--- src/rtl/alu_share_pkg.sv ---
// Shared definitions for the ALU sharing arbiter: op codes, flag positions,
// output-register state encodings and the registered response layout.
package alu_share_pkg;

  localparam int ALU_W = 32;

  typedef enum logic [2:0] {
    OP_ADD = 3'b000,
    OP_SUB = 3'b001,
    OP_AND = 3'b010,
    OP_OR  = 3'b011,
    OP_SLT = 3'b101
  } alu_op_e;

  localparam int FLAG_Z = 3;
  localparam int FLAG_N = 2;
  localparam int FLAG_V = 1;
  localparam int FLAG_C = 0;

  localparam logic [0:0] ST_EMPTY = 1'b0;
  localparam logic [0:0] ST_FULL  = 1'b1;

  typedef struct packed {
    logic [ALU_W-1:0] result;
    logic [3:0]       flags;
    logic             illegal;
  } alu_rsp_t;

  function automatic logic op_is_legal(input logic [2:0] op);
    case (op)
      OP_ADD, OP_SUB, OP_AND, OP_OR, OP_SLT: return 1'b1;
      default:                               return 1'b0;
    endcase
  endfunction

endpackage

--- src/rtl/alu_share_arbiter_if.sv ---
// Requester/consumer bundle for alu_share_arbiter. The perf counter outputs
// exist only when ALU_SHARE_PERF_EN is defined.
interface alu_share_arbiter_if #(
  parameter int NUM_REQ = 2,
  parameter int ID_W    = 1
);

  logic [NUM_REQ-1:0]    req_valid;
  logic [NUM_REQ-1:0]    req_ready;
  logic [NUM_REQ*32-1:0] req_a;
  logic [NUM_REQ*32-1:0] req_b;
  logic [NUM_REQ*3-1:0]  req_op;

  logic                  rsp_valid;
  logic                  rsp_ready;
  logic [ID_W-1:0]       rsp_id;
  logic [31:0]           rsp_result;
  logic [3:0]            rsp_flags;
  logic                  rsp_illegal;
  logic                  busy;

`ifdef ALU_SHARE_PERF_EN
  logic [NUM_REQ*16-1:0] perf_grants;
  logic [15:0]           perf_stall;

  modport master (
    output req_valid, req_a, req_b, req_op, rsp_ready,
    input  req_ready, rsp_valid, rsp_id, rsp_result, rsp_flags, rsp_illegal,
           busy, perf_grants, perf_stall
  );

  modport slave (
    input  req_valid, req_a, req_b, req_op, rsp_ready,
    output req_ready, rsp_valid, rsp_id, rsp_result, rsp_flags, rsp_illegal,
           busy, perf_grants, perf_stall
  );
`else
  modport master (
    output req_valid, req_a, req_b, req_op, rsp_ready,
    input  req_ready, rsp_valid, rsp_id, rsp_result, rsp_flags, rsp_illegal, busy
  );

  modport slave (
    input  req_valid, req_a, req_b, req_op, rsp_ready,
    output req_ready, rsp_valid, rsp_id, rsp_result, rsp_flags, rsp_illegal, busy
  );
`endif

endinterface

--- src/rtl/alu.sv ---
// Purely combinational 32-bit ALU: ADD, SUB, AND, OR, SLT with {Z,N,V,C}.
// Undefined op codes return 0 (so Z=1) with V=C=0.
module alu
  import alu_share_pkg::*;
(
  input  logic [ALU_W-1:0] a,
  input  logic [ALU_W-1:0] b,
  input  logic [2:0]       op,
  output logic [ALU_W-1:0] result,
  output logic [3:0]       flags
);

  logic [ALU_W:0] sum;
  logic           v;
  logic           c;

  always_comb begin
    sum    = '0;
    result = '0;
    v      = 1'b0;
    c      = 1'b0;
    case (op)
      OP_ADD: begin
        sum    = {1'b0, a} + {1'b0, b};
        result = sum[ALU_W-1:0];
        c      = sum[ALU_W];
        v      = (a[ALU_W-1] == b[ALU_W-1]) && (result[ALU_W-1] != a[ALU_W-1]);
      end
      OP_SUB: begin
        // Carry is the carry-out of a + ~b + 1, i.e. 1 when no borrow.
        sum    = {1'b0, a} + {1'b0, ~b} + {{ALU_W{1'b0}}, 1'b1};
        result = sum[ALU_W-1:0];
        c      = sum[ALU_W];
        v      = (a[ALU_W-1] != b[ALU_W-1]) && (result[ALU_W-1] != a[ALU_W-1]);
      end
      OP_AND:  result = a & b;
      OP_OR:   result = a | b;
      OP_SLT:  result = {{(ALU_W-1){1'b0}}, ($signed(a) < $signed(b))};
      default: result = '0;
    endcase
  end

  always_comb begin
    flags         = '0;
    flags[FLAG_Z] = (result == '0);
    flags[FLAG_N] = result[ALU_W-1];
    flags[FLAG_V] = v;
    flags[FLAG_C] = c;
  end

endmodule

--- src/rtl/alu_share_arbiter_rr_arbiter.sv ---
// Generic round-robin arbiter: first request at or after ptr wins, wrapping
// to index 0. Produces a one-hot grant plus the encoded winner index.
module rr_arbiter #(
  parameter int NUM_REQ = 2,
  parameter int ID_W    = 1
) (
  input  logic [NUM_REQ-1:0] req,
  input  logic [ID_W-1:0]    ptr,
  input  logic               en,
  output logic [NUM_REQ-1:0] grant,
  output logic [ID_W-1:0]    idx,
  output logic               any
);

  always_comb begin
    // NOTE: every output gets a default before the search so no path leaves a value unassigned (no latch).
    grant = '0;
    idx   = '0;
    any   = 1'b0;
    // Upper segment [ptr, NUM_REQ-1] has priority over the wrapped [0, ptr-1].
    for (int i = 0; i < NUM_REQ; i++) begin
      if (!any && en && req[i] && (ID_W'(i) >= ptr)) begin
        grant[i] = 1'b1;
        idx      = ID_W'(i);
        any      = 1'b1;
      end
    end
    for (int i = 0; i < NUM_REQ; i++) begin
      if (!any && en && req[i] && (ID_W'(i) < ptr)) begin
        grant[i] = 1'b1;
        idx      = ID_W'(i);
        any      = 1'b1;
      end
    end
  end

endmodule

--- src/rtl/alu_share_arbiter.sv ---
// Shares one ALU among NUM_REQ requesters with round-robin grant and a single
// registered response slot. Define ALU_SHARE_PERF_EN to add perf counters.
module alu_share_arbiter
  import alu_share_pkg::*;
#(
  parameter int NUM_REQ = 2,
  parameter int ID_W    = 1,
  parameter int XLEN    = 32
) (
  input  logic                clk,
  input  logic                rst,
  alu_share_arbiter_if.slave  bus
);

  logic [0:0]         state;
  logic [ID_W-1:0]    ptr;
  logic [ID_W-1:0]    ptr_next;
  logic               can_accept;
  logic [NUM_REQ-1:0] grant;
  logic [ID_W-1:0]    gnt_idx;
  logic               xfer;

  logic [XLEN-1:0]    alu_a;
  logic [XLEN-1:0]    alu_b;
  logic [2:0]         alu_op;
  logic [ALU_W-1:0]   alu_result;
  logic [3:0]         alu_flags;

  alu_rsp_t           rsp_q;
  logic [ID_W-1:0]    rsp_id_q;

  // A new result may be captured when the slot is empty or drains this cycle.
  assign can_accept = (state == ST_EMPTY) || bus.rsp_ready;

  rr_arbiter #(
    .NUM_REQ (NUM_REQ),
    .ID_W    (ID_W)
  ) u_rr_arbiter (
    .req   (bus.req_valid),
    .ptr   (ptr),
    .en    (can_accept && !rst),
    .grant (grant),
    .idx   (gnt_idx),
    .any   (xfer)
  );

  assign bus.req_ready = grant;

  assign alu_a  = bus.req_a [XLEN*int'(gnt_idx) +: XLEN];
  assign alu_b  = bus.req_b [XLEN*int'(gnt_idx) +: XLEN];
  assign alu_op = bus.req_op[3*int'(gnt_idx)    +: 3];

  alu u_alu (
    .a      (alu_a),
    .b      (alu_b),
    .op     (alu_op),
    .result (alu_result),
    .flags  (alu_flags)
  );

  assign ptr_next = (gnt_idx == ID_W'(NUM_REQ - 1)) ? '0 : gnt_idx + 1'b1;

  always_ff @(posedge clk or posedge rst) begin
    if (rst) begin
      state    <= ST_EMPTY;
      ptr      <= '0;
      rsp_q    <= '0;
      rsp_id_q <= '0;
    end else if (xfer) begin
      // NOTE: sequential state uses non-blocking assignment so every register samples pre-edge values.
      state    <= ST_FULL;
      ptr      <= ptr_next;
      rsp_q    <= '{result: alu_result, flags: alu_flags, illegal: !op_is_legal(alu_op)};
      rsp_id_q <= gnt_idx;
    end else if (bus.rsp_ready) begin
      state    <= ST_EMPTY;
    end
  end

  assign bus.rsp_valid   = (state == ST_FULL);
  assign bus.rsp_id      = rsp_id_q;
  assign bus.rsp_result  = rsp_q.result;
  assign bus.rsp_flags   = rsp_q.flags;
  assign bus.rsp_illegal = rsp_q.illegal;
  assign bus.busy        = bus.rsp_valid && !bus.rsp_ready;

`ifdef ALU_SHARE_PERF_EN
  logic [15:0] stall_cnt;

  for (genvar g = 0; g < NUM_REQ; g++) begin : g_perf_grant
    logic [15:0] cnt;

    always_ff @(posedge clk or posedge rst) begin
      if (rst) begin
        cnt <= '0;
      end else if (grant[g] && (cnt != 16'hFFFF)) begin
        cnt <= cnt + 16'd1;
      end
    end

    assign bus.perf_grants[16*g +: 16] = cnt;
  end

  always_ff @(posedge clk or posedge rst) begin
    if (rst) begin
      stall_cnt <= '0;
    end else if (bus.busy && (|bus.req_valid) && (stall_cnt != 16'hFFFF)) begin
      stall_cnt <= stall_cnt + 16'd1;
    end
  end

  assign bus.perf_stall = stall_cnt;
`endif

endmodule

--- src/flat_wrapper.sv ---
// flat-port wrapper written by rule: the top's interface ports become plain ports
module alu_share_arbiter_flat import alu_share_pkg::*;
#(
  parameter int NUM_REQ = 2,
  parameter int ID_W    = 1,
  parameter int XLEN    = 32
)
  (clk, rst, bus_req_valid, bus_req_a, bus_req_b, bus_req_op, bus_rsp_ready, bus_req_ready, bus_rsp_valid, bus_rsp_id, bus_rsp_result, bus_rsp_flags, bus_rsp_illegal, bus_busy);
  alu_share_arbiter_if #(.NUM_REQ(NUM_REQ), .ID_W(ID_W)) bus_i ();
  input  logic clk;
  input  logic rst;
  input wire logic [$bits(bus_i.req_valid)-1:0] bus_req_valid;
  input wire logic [$bits(bus_i.req_a)-1:0] bus_req_a;
  input wire logic [$bits(bus_i.req_b)-1:0] bus_req_b;
  input wire logic [$bits(bus_i.req_op)-1:0] bus_req_op;
  input wire logic [$bits(bus_i.rsp_ready)-1:0] bus_rsp_ready;
  output wire logic [$bits(bus_i.req_ready)-1:0] bus_req_ready;
  output wire logic [$bits(bus_i.rsp_valid)-1:0] bus_rsp_valid;
  output wire logic [$bits(bus_i.rsp_id)-1:0] bus_rsp_id;
  output wire logic [$bits(bus_i.rsp_result)-1:0] bus_rsp_result;
  output wire logic [$bits(bus_i.rsp_flags)-1:0] bus_rsp_flags;
  output wire logic [$bits(bus_i.rsp_illegal)-1:0] bus_rsp_illegal;
  output wire logic [$bits(bus_i.busy)-1:0] bus_busy;
  assign bus_i.req_valid = bus_req_valid;
  assign bus_i.req_a = bus_req_a;
  assign bus_i.req_b = bus_req_b;
  assign bus_i.req_op = bus_req_op;
  assign bus_i.rsp_ready = bus_rsp_ready;
  assign bus_req_ready = bus_i.req_ready;
  assign bus_rsp_valid = bus_i.rsp_valid;
  assign bus_rsp_id = bus_i.rsp_id;
  assign bus_rsp_result = bus_i.rsp_result;
  assign bus_rsp_flags = bus_i.rsp_flags;
  assign bus_rsp_illegal = bus_i.rsp_illegal;
  assign bus_busy = bus_i.busy;
  alu_share_arbiter #(.NUM_REQ(NUM_REQ), .ID_W(ID_W), .XLEN(XLEN)) u_core (.clk(clk), .rst(rst), .bus(bus_i));
endmodule
--- config.mk ---
export PLATFORM = sky130hd
export DESIGN_NAME = alu_share_arbiter_flat
export DESIGN_NICKNAME = d
export VERILOG_FILES = /design/src/rtl/alu_share_pkg.sv /design/src/rtl/alu_share_arbiter_if.sv /design/src/rtl/alu.sv /design/src/rtl/alu_share_arbiter_rr_arbiter.sv /design/src/rtl/alu_share_arbiter.sv /design/src/flat_wrapper.sv
export SDC_FILE = /design/constraint.sdc
export NUM_CORES = 1
export LEC_CHECK = 0
export CAP_MARGIN = 30
export CORE_UTILIZATION = 53
export CTS_CLUSTER_DIAMETER = 150
export DETAILED_ROUTE_END_ITERATION = 16
export PLACE_DENSITY = 0.88
export SYNTH_ARGS = -nofsm -noshare
export SYNTH_HDL_FRONTEND = slang
export SYNTH_SLANG_ARGS = --single-unit
--- constraint.sdc ---
create_clock -name clk -period 5.6 [get_ports clk]
set_input_delay 1.12 -clock clk [delete_from_list [all_inputs] [get_ports clk]]
set_output_delay 1.12 -clock clk [all_outputs]
set_load 0.01 [all_outputs]
Word level (Yosys, flattened, before mapping)

Index checks and enable logic that the tools add are counted.

Bits in registers: 40
Latch bits: 0
Bits in writable memories: 0
ROM bits: 0
Bits of input ports: 139
Word-level logic and storage cells: 74
Memories: 0

Add/subtract/negate cells: 4
$mul: 1
Div/mod/pow operators: 0
Magnitude comparators: 5
Equality and inequality tests: 8
Shift operators: 3
Muxes and demuxes: 17
Bitwise gates (word level): 4
Reduce and logical (&&, ||, !) cells: 26

Operators by type and width:

| cell                                                               | number |
|---|---|
| 32-bit case mux with 5 select lines                                | 1 |
| 64-bit by 7-bit indexed part select with 32-bit output             | 2 |
| 32-bit by 32-bit adder with 33-bit output                          | 2 |
| 33-bit by 1-bit adder with 33-bit output (second input constant)   | 1 |
| 32-bit bitwise AND                                                 | 1 |
| 32-bit logical NOT                                                 | 1 |
| 32-bit less-than comparator                                        | 1 |
| 32-bit NOT                                                         | 1 |
| 32-bit OR                                                          | 1 |
| 6-bit by 32-bit indexed part select with 3-bit output              | 1 |
| 1-bit logical AND                                                  | 15 |
| 1-bit two-way mux                                                  | 14 |
| 3-bit by 2-bit == test with 1-bit output (second input constant)   | 2 |
| 1-bit logical NOT                                                  | 6 |
| 5-bit OR reduction                                                 | 1 |
| 1-bit case mux with 2 select lines                                 | 2 |
| 3-bit by 1-bit == test with 1-bit output (second input constant)   | 1 |
| 3-bit == test (second input constant)                              | 1 |
| 3-bit logical NOT                                                  | 1 |
| 2-bit by 1-bit multiplier with 3-bit output (first input constant) | 1 |
| 1-bit inequality test                                              | 3 |
| 1-bit greater-or-equal comparator (first input constant)           | 2 |
| 1-bit less-than comparator (first input constant)                  | 2 |
| 2-bit nonzero test                                                 | 1 |
| other kinds (4)                                                    | 4 |

Depth between registers and ports, before layout

Word-level depth: 28
Depth in mapped cells: 20
Mapped depth without buffers: 17

Modules after synthesis

From an unflattened synthesis, not the netlist that was laid out.

Cells, all modules: 1,017
Area, all modules: 8,165.3 µm²

By module, submodules not included:

| module            | instances | cells an instance | area an instance (µm²) |
|---|---|---|---|
| alu               | 1         | 843               | 5,676.7 |
| alu_share_arbiter | 1         | 167               | 2,454.9 |
| rr_arbiter        | 1         | 7                 | 33.8 |

Least setup slack after synthesis

Ideal clock, no wire load.

Path kind: input to register
Start point: input port rst
End point: register u_core.rsp_q (netlist bit u_core.bus.rsp_flags[3])
Setup time: 0.076 ns
Arrival: 6.309 ns
Path slack: -0.786 ns
Stages on the path: 19
Path through: inv_1 nand4_2 buf_2 clkbuf_1 clkbuf_1 mux2_2 ha_1 buf_6 or4b_4 nor4b_2 o21ai_1 nor4b_4 o221ai_4 a21oi_1 o31ai_1 mux2i_1 nand4_1 or4_1 o21ai_1

Longest elaborated chain between the ends: 26

Ends and longest elaborated chain:

| element                                                | line                               | text |
|---|---|---|
| start, declared                                        | flat_wrapper.sv:11                 | `input logic rst;` |
| 1-bit logical NOT *                                    | alu_share_arbiter.sv:41            | `.en (can_accept && !rst),` |
| 1-bit logical AND *                                    | alu_share_arbiter.sv:41            |  |
| 1-bit logical AND (2 in series)                        | alu_share_arbiter_rr_arbiter.sv:22 | `if (!any && en && req[i] && (ID_W'(i) >= ptr)) begin` |
| 1-bit two-way mux                                      | alu_share_arbiter_rr_arbiter.sv:22 |  |
| 1-bit logical NOT                                      | alu_share_arbiter_rr_arbiter.sv:22 |  |
| 1-bit logical AND (3 in series)                        | alu_share_arbiter_rr_arbiter.sv:22 |  |
| 1-bit two-way mux                                      | alu_share_arbiter_rr_arbiter.sv:22 |  |
| 1-bit logical NOT                                      | alu_share_arbiter_rr_arbiter.sv:29 | `if (!any && en && req[i] && (ID_W'(i) < ptr)) begin` |
| (+5 left out)                                          | --                                 |  |
| 1-bit logical AND (3 in series)                        | alu_share_arbiter_rr_arbiter.sv:29 |  |
| 1-bit two-way mux                                      | alu_share_arbiter_rr_arbiter.sv:29 |  |
| 64-bit by 7-bit indexed part select with 32-bit output | alu_share_arbiter.sv:50            | `assign alu_b = bus.req_b [XLEN*int'(gnt_idx) +: XLEN];` |
| 32-bit NOT                                             | alu.sv:31                          | `sum = {1'b0, a} + {1'b0, ~b} + {{ALU_W{1'b0}}, 1'b1};` |
| 32-bit by 32-bit adder with 33-bit output              | alu.sv:31                          |  |
| 33-bit by 1-bit adder with 33-bit output               | alu.sv:31                          |  |
| 32-bit case mux with 5 select lines                    | alu.sv:22                          | `case (op)` |
| 32-bit logical NOT                                     | alu.sv:45                          | `flags[FLAG_Z] = (result == '0);` |
| end signal, assigned                                   | alu_share_arbiter.sv:73            | `rsp_q <= '{result: alu_result, flags: alu_flags, illegal: !op_is_legal(alu_op)};` |
| end, declared                                          | alu_share_arbiter.sv:29            | `alu_rsp_t rsp_q;` |

Mark *: on every way between the ends. The rest lies on a longest branch, timed or not.
A chain may end at the register's enable or synchronous reset.

Worst setup path in the final report

Ends and elaborated chain as after synthesis.

==> results.yml <==
critical_path:
  startpoint_type: "input port"
  crit_slowest_cell: "clkdlybuf4s50_1"
  critPathKind: "in -> reg"
  cp_data_required_time_ps: 5820
  end_kind: "flop"
  cp_top_family: "simple AND/OR/NAND/NOR gates"
  crit_chain: "clkdlybuf4s50_1 -> clkinvlp_4 -> nand4_4 -> buf_12 -> buf_4 -> mux2_2 -> ha_1 -> nor4_1 -> nand4_1 -> a21oi_1 -> nor3_2 -> a22oi_2 -> nand3_1 -> a32oi_1 -> o221ai_1 -> a21o_1 -> or4_1 -> o21ai_1"
  r2r_slack_ps: 950
  crit_arrival_ps: 5730
  cp_slowest_stage_delay_ps: 520
  critPathMaxFanout: 12
  crit_buf_inv: 4
power:
  clkPwrFrac_pct: 12.5
  max-vdd-ir-drop_v: 0.0001951
  p_int_w: 0.001300
  finalPower_w: 0.002354
  powerDensity_nw_per_um2: 215.8
  power_frac_seq_pct: 17.3
  pwr-share-comb_pct: 70.2
  p_sw_w: 0.001054
  p_leak_nw: 4.922
  sw_frac_of_total_pct: 44.78
global_route:
  grt_pass1_vias: 8982
  grt_max_degree: 40
  antenna_found_initial: 0
  grt_pass1_wl_um: 42720
  gr-total-overflow: 0
  grtUsageTotal_pct: 35.22
detailed_routing:
  drt-initial-drc-count: 1202
  post_drt_wl_per_cell_um: 18.96
  wl_met2_um: 12360
  drtPass1Iterations: 7
  dr_wl_met3_um: 3439
  highest_layer: "met4"
  wl_um: 27930
  wl_met1_um: 10580
  vias: 9526
  drt.antenna.violating_nets: 0
  route.detailed.drc: 0
  avgViaCountPerCell: 6.467
worst_hold_path:
  hold_path_class: "reg -> reg"
clock_tree:
  h-tree-depth: 2
  numCtsBuffers: 5
  path_clk_slew_ps: 60
  cts_sinks: 39
  cts_tree: "yes"
  clk_latency_ps: 300
  ctsRootBufferMaster: "clkbuf_16"
  clockBufferDepth: 2
yosys:
  syn_area_per_cell_um2: 7.582
  synth_seq_cells: 39
  synth.area.top_cells: "ha_1 (17%), dfrtp_1 (12%), mux2_2 (12%)"
  yosysSeqAreaShare_pct: 12.34
  synthFlopType: "dfrtp_1"
  syn-num-nets: 1292
  ys_types: 84
  synth_edf_count: 0
  yosysWarnings: 0
  yosys.area.top_type: "ha_1"
  synth_top_area_share_pct: 17.09
  async_flop_share_pct: 100.0
  synthCells: 1043
  syn_area_um2: 7908
floorplanning:
  core_um2: 14530
  die_x_um: 124.1
  rows: 44
  dieArea_um2: 15410
  ioPinCount: 181
  fp.dieH_um: 124.1
  start_util_pct: 54.41
sta:
  fin_skew_ps: 6.133
  fin_crit_sh_pct: 98.32
  hold_violations: 0
  tightest_slew_ps: 1003
  finalCriticalPeriod_ps: 5506
  fmax_ghz: 0.1816
  finalSetupTns_ps: 0
  setup_viol: 0
  finalMaxSlewViolations: 0
  max_slew_margin_pct: 33.13
finish:
  fin_util_pct: 75.05
  layout-drive-gt1-share_pct: 19.16
  fillCellCount: 1053
  final_common_cell: "clkdlybuf4s50_1"
  antennaDiodeCount: 0
  syn_to_final_growth_pct: 37.94
  final_nets: 1537
  layout.cells.non_filler: 1473
  final_cell_mix: "clkdlybuf4s50_1 (179), buf_4 (112), ha_1 (105), inv_1 (95), a21oi_1 (85)"
placed_design:
  dp_hpwl_um: 21880
  gp_congestion: 1.111
  dp.cells: 1462
  portBuffers: 180
run:
  cap_violations: 0
status:
  outcome: "completed"
-- final timing paths --
check	from	to	cells after the start
min	u_core.bus.rsp_id$_DFFE_PP0P_	u_core.bus.rsp_id$_DFFE_PP0P_	2
min in group asynchronous	rst	u_core.bus.rsp_result[15]$_DFFE_PP0P_	3
min reg2reg	u_core.bus.rsp_id$_DFFE_PP0P_	u_core.bus.rsp_id$_DFFE_PP0P_	2
max in group asynchronous	rst	u_core.bus.rsp_result[7]$_DFFE_PP0P_	3
max	rst	u_core.bus.rsp_flags[3]$_DFFE_PP0P_	18
max reg2reg	u_core.ptr$_DFFE_PP0P_	u_core.bus.rsp_flags[3]$_DFFE_PP0P_	17
-- power groups by stage --
stage / registers [W] / logic, W / clock network, W
finish: 0.000406 / 0.00165 / 0.000295
CTS: 0.000405 / 0.00157 / 0.000293
global placement: 0.000405 / 0.00152 / 0
global route: 0.000415 / 0.00176 / 0.000306
floorplan: 0.000434 / 0.000889 / 0
detailed placement: 0.000408 / 0.00156 / 0
-- metal layers --
layer	vias to the layer above	GRT usage [%]
li1	4268	-
met1	4301	43.20
met2	773	56.46
met3	184	8.333
met4	0	19.64
met5	-	0
-- Yosys cell counts, types with 9 or more instances --
library cell    n
mux2i_1        15
buf_2          15
nor3_1         19
nand2b_1       14
or3_1           9
inv_1          96
xnor2_1        12
nor2_1         85
o21bai_1       17
nor2b_1        17
clkbuf_1       29
a211oi_1       23
mux2_2         82
a31oi_1        10
ha_1          108
a21o_1         20
buf_1           9
dfrtp_1        39
nand3_1        18
nand4_1        13
a21oi_1        88
o211ai_1       18
nor4_1         11
o31ai_1        10
o21ai_0        54
nand2_1        78
-- per-stage QoR --
step / area, µm² / setup slack [ps] / hold slack [ps]
floorplan: 8078 / -104.7 / 441.5
global placement: 10630 / -89.88 / 455.8
detailed placement: 10630 / -117.5 / 470.7
CTS: 10770 / 159.0 / 485.3
global route: 10910 / -8.717 / 521.6
finish: 10910 / 94.20 / 479.4
-- sequential cells by signal, summed over array words and instances (netlist names) --
| name | count |
|---|---|
| u_core.ptr | 1 |
| u_core.bus.rsp_illegal | 1 |
| u_core.bus.rsp_flags | 4 |
| u_core.bus.rsp_id | 1 |
| u_core.bus.rsp_valid | 1 |
| u_core.bus.rsp_result | 31 |
-- worst register-to-register path, cell delays in order (launching register included) --
cell and delay [ps]:
dfrtp_1 390, nand2b_1 190, nand4_4 180, buf_12 170, buf_4 130, mux2_2 360, ha_1 430, nor4_1 480
nand4_1 150, a21oi_1 230, nor3_2 120, a22oi_2 280, nand3_1 180, a32oi_1 290, o221ai_1 160, a21o_1 230
or4_1 480, o21ai_1 130
-- cells by family (layout without fill, tap and decap cells) --
logic type	Yosys count	count (layout)	share of synthesized area (%)
fa+ha+maj	110	110	17.60
xor+xnor	14	14	1.551
simple gates	292	292	18.32
compound gates	334	334	28.69
flops	39	39	12.34
mux	97	97	13.58
buf+inv	157	403	7.927
-- final cells by class --
class | count | area (µm²) | share of cell area [%]
multi-input cells | 847 | 6480 | 59.41
repair buffers | 295 | 2701 | 24.76
flip-flops and latches | 39 | 975.9 | 8.947
inverters | 100 | 379.1 | 3.476
well taps | 184 | 230.2 | 2.111
clock buffers | 6 | 128.9 | 1.181
clock inverters | 2 | 12.51 | 0.1147
-- repair_timing --
item / 4_1_cts / 5_1_grt
buffers inserted: 0 / 2
endpoints found under the setup margin: 0 / 3
endpoints found under the hold margin: 0 / 0
gates resized for setup: 0 / 19
hold buffers: 0 / 0
Note: power is estimated with default switching activity, not from simulation.
